$ cat src/rtl/micro_alpha_veryl_rr_mux.sv
// N-input registered mux with valid/ready handshakes and round-robin arbitration.
// Define MICRO_ALPHA_VERYL_RR_MUX_FIXED_PRIORITY_EN for fixed lowest-index-wins priority.
module micro_alpha_veryl_rr_mux #(
    parameter int unsigned N      = 2,
    parameter int unsigned WIDTH  = 32,
    localparam int unsigned SEL_W = $clog2(N)
) (
    input  logic             clk,
    input  logic             rst,
    input  logic [WIDTH-1:0] din [0:N-1],
    input  logic [N-1:0]     din_valid,
    output logic [N-1:0]     din_ready,
    output logic [WIDTH-1:0] dout,
    output logic [SEL_W-1:0] dout_sel,
    output logic             dout_valid,
    input  logic             dout_ready
);

    logic             load;
    logic             found;
    logic [SEL_W-1:0] grant_idx;
    logic [SEL_W-1:0] scan_base;
    int unsigned      scan_idx;

`ifdef MICRO_ALPHA_VERYL_RR_MUX_FIXED_PRIORITY_EN
    assign scan_base = '0;
`else
    logic [SEL_W-1:0] ptr_q;
    logic [SEL_W-1:0] ptr_d;

    assign scan_base = ptr_q;
`endif

    // Output register is empty or being drained this cycle.
    assign load = !dout_valid || dout_ready;

    // Scan from scan_base with wrap; the first requester wins.
    always_comb begin
        found     = 1'b0;
        grant_idx = '0;
        scan_idx  = 0;
        for (int unsigned k = 0; k < N; k++) begin
            scan_idx = 32'(scan_base) + k;
            if (scan_idx >= N) begin
                scan_idx = scan_idx - N;
            end
            if (!found && din_valid[scan_idx[SEL_W-1:0]]) begin
                found     = 1'b1;
                grant_idx = scan_idx[SEL_W-1:0];
            end
        end
    end

    always_comb begin
        din_ready = '0;
        if (found && load && !rst) begin
            din_ready[grant_idx] = 1'b1;
        end
    end

`ifndef MICRO_ALPHA_VERYL_RR_MUX_FIXED_PRIORITY_EN
    always_comb begin
        ptr_d = ptr_q;
        if (load && found) begin
            ptr_d = (grant_idx == SEL_W'(N - 1)) ? '0 : grant_idx + 1'b1;
        end
    end

    always_ff @(posedge clk) begin
        if (rst) begin
            ptr_q <= '0;
        end else begin
            ptr_q <= ptr_d;
        end
    end
`endif

    always_ff @(posedge clk) begin
        if (rst) begin
            dout       <= '0;
            dout_sel   <= '0;
            dout_valid <= 1'b0;
        end else if (load) begin
            if (found) begin
                dout       <= din[grant_idx];
                dout_sel   <= grant_idx;
                dout_valid <= 1'b1;
            end else begin
                // Nothing to forward: drop valid but keep the last word visible.
                dout_valid <= 1'b0;
            end
        end
    end

endmodule

$ cat config.mk
export PLATFORM = sky130hd
export DESIGN_NAME = micro_alpha_veryl_rr_mux
export DESIGN_NICKNAME = d
export VERILOG_FILES = /design/src/rtl/micro_alpha_veryl_rr_mux.sv
export SDC_FILE = /design/constraint.sdc
export NUM_CORES = 1
export LEC_CHECK = 0
export ABC_AREA = 0
export CORE_ASPECT_RATIO = 0.9
export CORE_MARGIN = 1
export CORE_UTILIZATION = 35
export CTS_CLUSTER_SIZE = 14
export DETAILED_ROUTE_END_ITERATION = 10
export PLACE_DENSITY = 0.79
export SLEW_MARGIN = 20
export SYNTH_ARGS = -nofsm -noshare
export SYNTH_HDL_FRONTEND = slang
export SYNTH_SLANG_ARGS = --single-unit
$ cat constraint.sdc
create_clock -name clk -period 1.8 [get_ports clk]
set_input_delay 0.27 -clock clk [delete_from_list [all_inputs] [get_ports clk]]
set_output_delay 0.27 -clock clk [all_outputs]
set_load 0.005 [all_outputs]
After elaboration in Yosys (flattened, before gate mapping)

Cells that the tools add are included.

Bitwise gates (word level): 1
$lt $le $gt $ge: 7
Reductions and logical operators: 9
Add/subtract/negate cells: 4
Muxes and demuxes: 18

Operator list:

| operator            | number |
|---|---|
| $mux 32             | 3 |
| $mux 1              | 13 |
| $lt 1x2->1 const B  | 3 |
| $ge 2x2->1 const B  | 2 |
| $logic_and 1x1->1   | 4 |
| $logic_not 1->1     | 3 |
| $add 1x1->2 const B | 1 |
| $ge 1x2->1 const B  | 1 |
| $mux 2              | 1 |
| $not 1->2           | 1 |
| $reduce_and 2->1    | 1 |
| $sub 1x1->1 const B | 2 |
| $add 1x1->1 const B | 1 |
| $demux 1 s1         | 1 |
| $ge 1x1->1 const B  | 1 |
| $logic_or 1x1->1    | 1 |

Bits of input ports: 69
Register bits: 35
Output and inout port bits: 36
Word-level logic and storage cells: 43

Logic depth before layout (Yosys ltp)

Gate-level depths: netlist of run 1.

Depth after elaboration: 13
Depth in mapped cells: 6

Worst setup path after synthesis of run 1

No wires, ideal clock.

Path kind: register to register
Start: reg dout_valid
End: reg dout[12]
Setup slack: 0.346 ns
Path buffers: 3
Data arrival time: 1.332 ns
Library setup time: 0.122 ns
Data required time: 1.678 ns
Cell stages (with the launch flop): 7
Clock period less this slack: 1.454 ns
Cells stage by stage: dfxtp_1 nor2b_1 clkbuf_1 o21ba_1 buf_2 buf_2 a221o_1

Longest elaborated chain between the ends: 3

RTL lines:

| what                       | line | RTL |
|---|---|---|
| from (decl)                | 15   | `output logic dout_valid,` |
| from (signal assigned)     | 82   | `dout_valid <= 1'b0;` |
| from (signal assigned)     | 87   | `dout_valid <= 1'b1;` |
| from (signal assigned)     | 90   | `dout_valid <= 1'b0;` |
| $logic_not 1->1            | 35   | `assign load = !dout_valid \|\| dout_ready;` |
| $logic_or 1x1->1           | 35   |  |
| $reduce_and 2->1 (no line) | --   |  |
| to (signal assigned)       | 85   | `dout <= din[grant_idx];` |
| to (decl)                  | 13   | `output logic [WIDTH-1:0] dout,` |

No other way between the ends.
A chain may end at the register's enable or synchronous reset.

Final worst setup path of run 1

Start: in din_valid[0]
End: out din_ready[0]

Longest elaborated chain between the ends: 11

RTL lines:

| what                                                           | line | RTL |
|---|---|---|
| from (decl)                                                    | 11   | `input logic [N-1:0] din_valid,` |
| $mux 1 (not written as such) (2 in series)                     | 47   | `if (!found && din_valid[scan_idx[SEL_W-1:0]]) begin` |
| $mux 1                                                         | 47   |  |
| $logic_not 1->1                                                | 47   |  |
| $logic_and 1x1->1                                              | 47   |  |
| $mux 1                                                         | 47   |  |
| $lt 1x2->1 (not written as such) or $ge 1x1->1 (tied branches) | 57   | `din_ready[grant_idx] = 1'b1;` |
| $logic_and 1x1->1 (not written as such)                        | 57   |  |
| $mux 1 (not written as such)                                   | 57   |  |
| $demux 1 s1                                                    | 57   |  |
| $mux 2 *                                                       | 56   | `if (found && load && !rst) begin` |
| to (decl)                                                      | 12   | `output logic [N-1:0] din_ready,` |

Every way passes the cells marked *; elsewhere a longest branch is shown, timed or not. The select of a mux whose other input is x is not followed.

==> out/metrics.yaml, run 1 <==
grt_pass1_vias: 1755
io_buffers: 104
period_share_pct: 97.3
clk_latency_ns: 0.27
route.detailed.drc: 0
r2r_slack_ns: 0.26
dieArea_um2: 4700
clk_pin_slew_worst_paths_ns: 0.07
cts_hold_buf: 0
worstPathCellList: "clkdlybuf4s50_1 > a21bo_2 > nor3_4 > dlygate4sd2_1"
synth_top_family_by_area: "compound AO/OA/AOI/OAI gates"
min_period_ns: 1.75
crit_path_end_kind: "primary output"
syn-num-nets: 217
drv_slew: 0
critPathBufInv: 2
synth_compound_area_share_pct: 24.4
top_layer_used: "met4"
vias_per_cell: 5.41
ios: 105
min_path_type: "reg2reg"
wl_met2_mm: 2.45
synthAdderAreaFrac_pct: 0
synth_seq_cells: 35
diodes: 0
peakVddDrop_mv: 0.420
fp.dieH_um: 65.1
die_w_um: 72.2
maxCapViolations: 0
timing.fmax_mhz: 571
antenna_found_initial: 0
synth_cell_types: 22
coreArea_um2: 4160
hpwlAfterDp_mm: 3.82
cts.sinks: 35
vias: 1743
wl_mm: 5.16
fin_area_um2: 2850
place_congestion: 0.878
final_cell_mix: "102 x clkdlybuf4s50_1, 35 x dfxtp_1, 24 x nor4b_1, 24 x a221o_1, 22 x buf_4"
synthXorXnorAreaFrac_pct: 0
grt_start_max_net_pins: 25
drtIter0Drc: 75
hold_path.startpoint: "dout_sel"
ys_seq_area_share_pct: 45.2
wl_met1_mm: 2.21
p_leak_nw: 1.07
grt_usage_pct: 22.9
synth_area_per_cell_um2: 10.5
firstDrtPassIters: 4
placed_area_um2: 2750
wl_per_cell_um: 16.0
p_per_area_nw_per_um2: 690
cts_tree: "done"
tightestPinTransition_ns: 0.316
nFillCells: 332
synth_simple_gate_area_share_pct: 22.3
critPathRequiredTime_ns: 1.53
skew_ns: 0.00216
fp-row-count: 22
crit_arrival_ns: 1.48
setup_tns_ns: 0
max_slew_margin_pct: 78.6
cp-start-kind: "input port"
final_common_cell: "clkdlybuf4s50_1"
synth_area_um2: 1550
area_growth_pct: 83.5
drive_above_1_share_pct: 13.7
synthCells: 148
rsz0062_at_grt: "no"
yosysWarningCount: 0
finalSetupViolations: 0
grt_overflow: 0
clock-root-buffer: "clkbuf_8"
cts_made_buffers: 5
crit_path_max_incr_delay_ns: 0.48
hold_viol_final: 0
critPathKind: "in2out"
slowest_stage: "clkdlybuf4s50_1"
synthMuxAreaShare_pct: 0
initial_core_util_pct: 37.3
htreeDepth: 2
path_max_fanout: 2
final_nets: 331
status: "finished clean"
drtAntennaViolNets: 0
r2r-start: "dout_valid"
startpoint: "din_valid[0]"
wl_met3_um: 362
cts_buffer_depth: 2
cp_top_family: "buffers and inverters"
grt_pass1_wl_mm: 8.26
## area by class of cell
type | count | area, um^2 | share of cell area (%)
Timing Repair Buffer | 128 | 1240 | 43.7
Clock inverter | 1 | 5.00 | 0.176
Tap cell | 60 | 75.1 | 2.64
Clock buffer | 6 | 82.6 | 2.90
Sequential cell | 35 | 701 | 24.6
Multi-Input combinational cell | 92 | 738 | 25.9
## sequential cells by signal (all words and copies together), names as in the netlist
register / cells
dout: 32
dout_sel: 1
dout_valid: 1
ptr_q: 1
## report_power, final
part | switching (W) | total [W] | internal (W)
logic | 0.000176 | 0.000527 | 0.000351
clock network | 0.000257 | 0.000556 | 0.000300
registers | 0.0000372 | 0.000880 | 0.000842
## path summary, 6_finish.rpt
| kind | to | cells after the start |
|---|---|---|
| setup reg to reg | dout[22] | 5 |
| setup / recovery | din_ready[0] | 4 |
| hold reg to reg | dout_sel | 1 |
| hold / removal | dout_sel | 1 |
## per-layer routing
layer	up-vias	track usage, %
met4	0	10.5
met3	10	6.90
met5	-	0
met1	820	27.9
li1	830	-
met2	83	37.1
## per-stage QoR
step	hold WS, ns	setup slack [ns]	instances	power (W)	util, %
6_report	0.467	0.0477	322	0.00196	68.5
5_1_grt	0.498	0.00559	322	0.00205	68.5
4_1_cts	0.470	0.0643	322	0.00198	68.3
3_5_place_dp	0.449	-0.248	315	0.00142	66.1
3_3_place_gp	0.433	-0.211	315	0.00141	66.1
2_1_floorplan	0.410	0.346	148	0.00107	-
## cell families after synthesis
kind of cell / after synthesis
AOI/OAI and AO/OA: 46
buffers and inverters: 21
DFF: 35
and+or+nand+nor: 46
## cells in the mapped netlist (all sizes together)
cell type,n,area (um^2)
nand4,8,50.1
nor2b,1,6.26
a31oi,8,50.1
o21ba,1,10.0
a221o,24,240
dfxtp,35,701
a21oi,1,5.00
a21bo,1,10.0
nor4b,24,210
clkbuf,10,37.5
nand3,8,40.0
o21ai,8,40.0
nor2,1,3.75
a21o,2,15.0
and4b,1,10.0
nor3,1,5.00
buf,11,88.8
a21boi,1,7.51
nand2b,2,20.0
## what timing repair did
| item | in CTS | in global routing |
|---|---|---|
| setup endpoints to repair | 2 | 1 |
| buffers inserted | 0 | 0 |
| resized for setup | 4 | 1 |
Note: power is estimated with default switching activity, not from simulation.
==> inputs of run 2 (changes only) <==
Settings changed: SKIP_LAST_GASP from default to 1.
==> results of run 2 <==
Same layout as run 1: the final DEF is identical, and so are final timing and power.
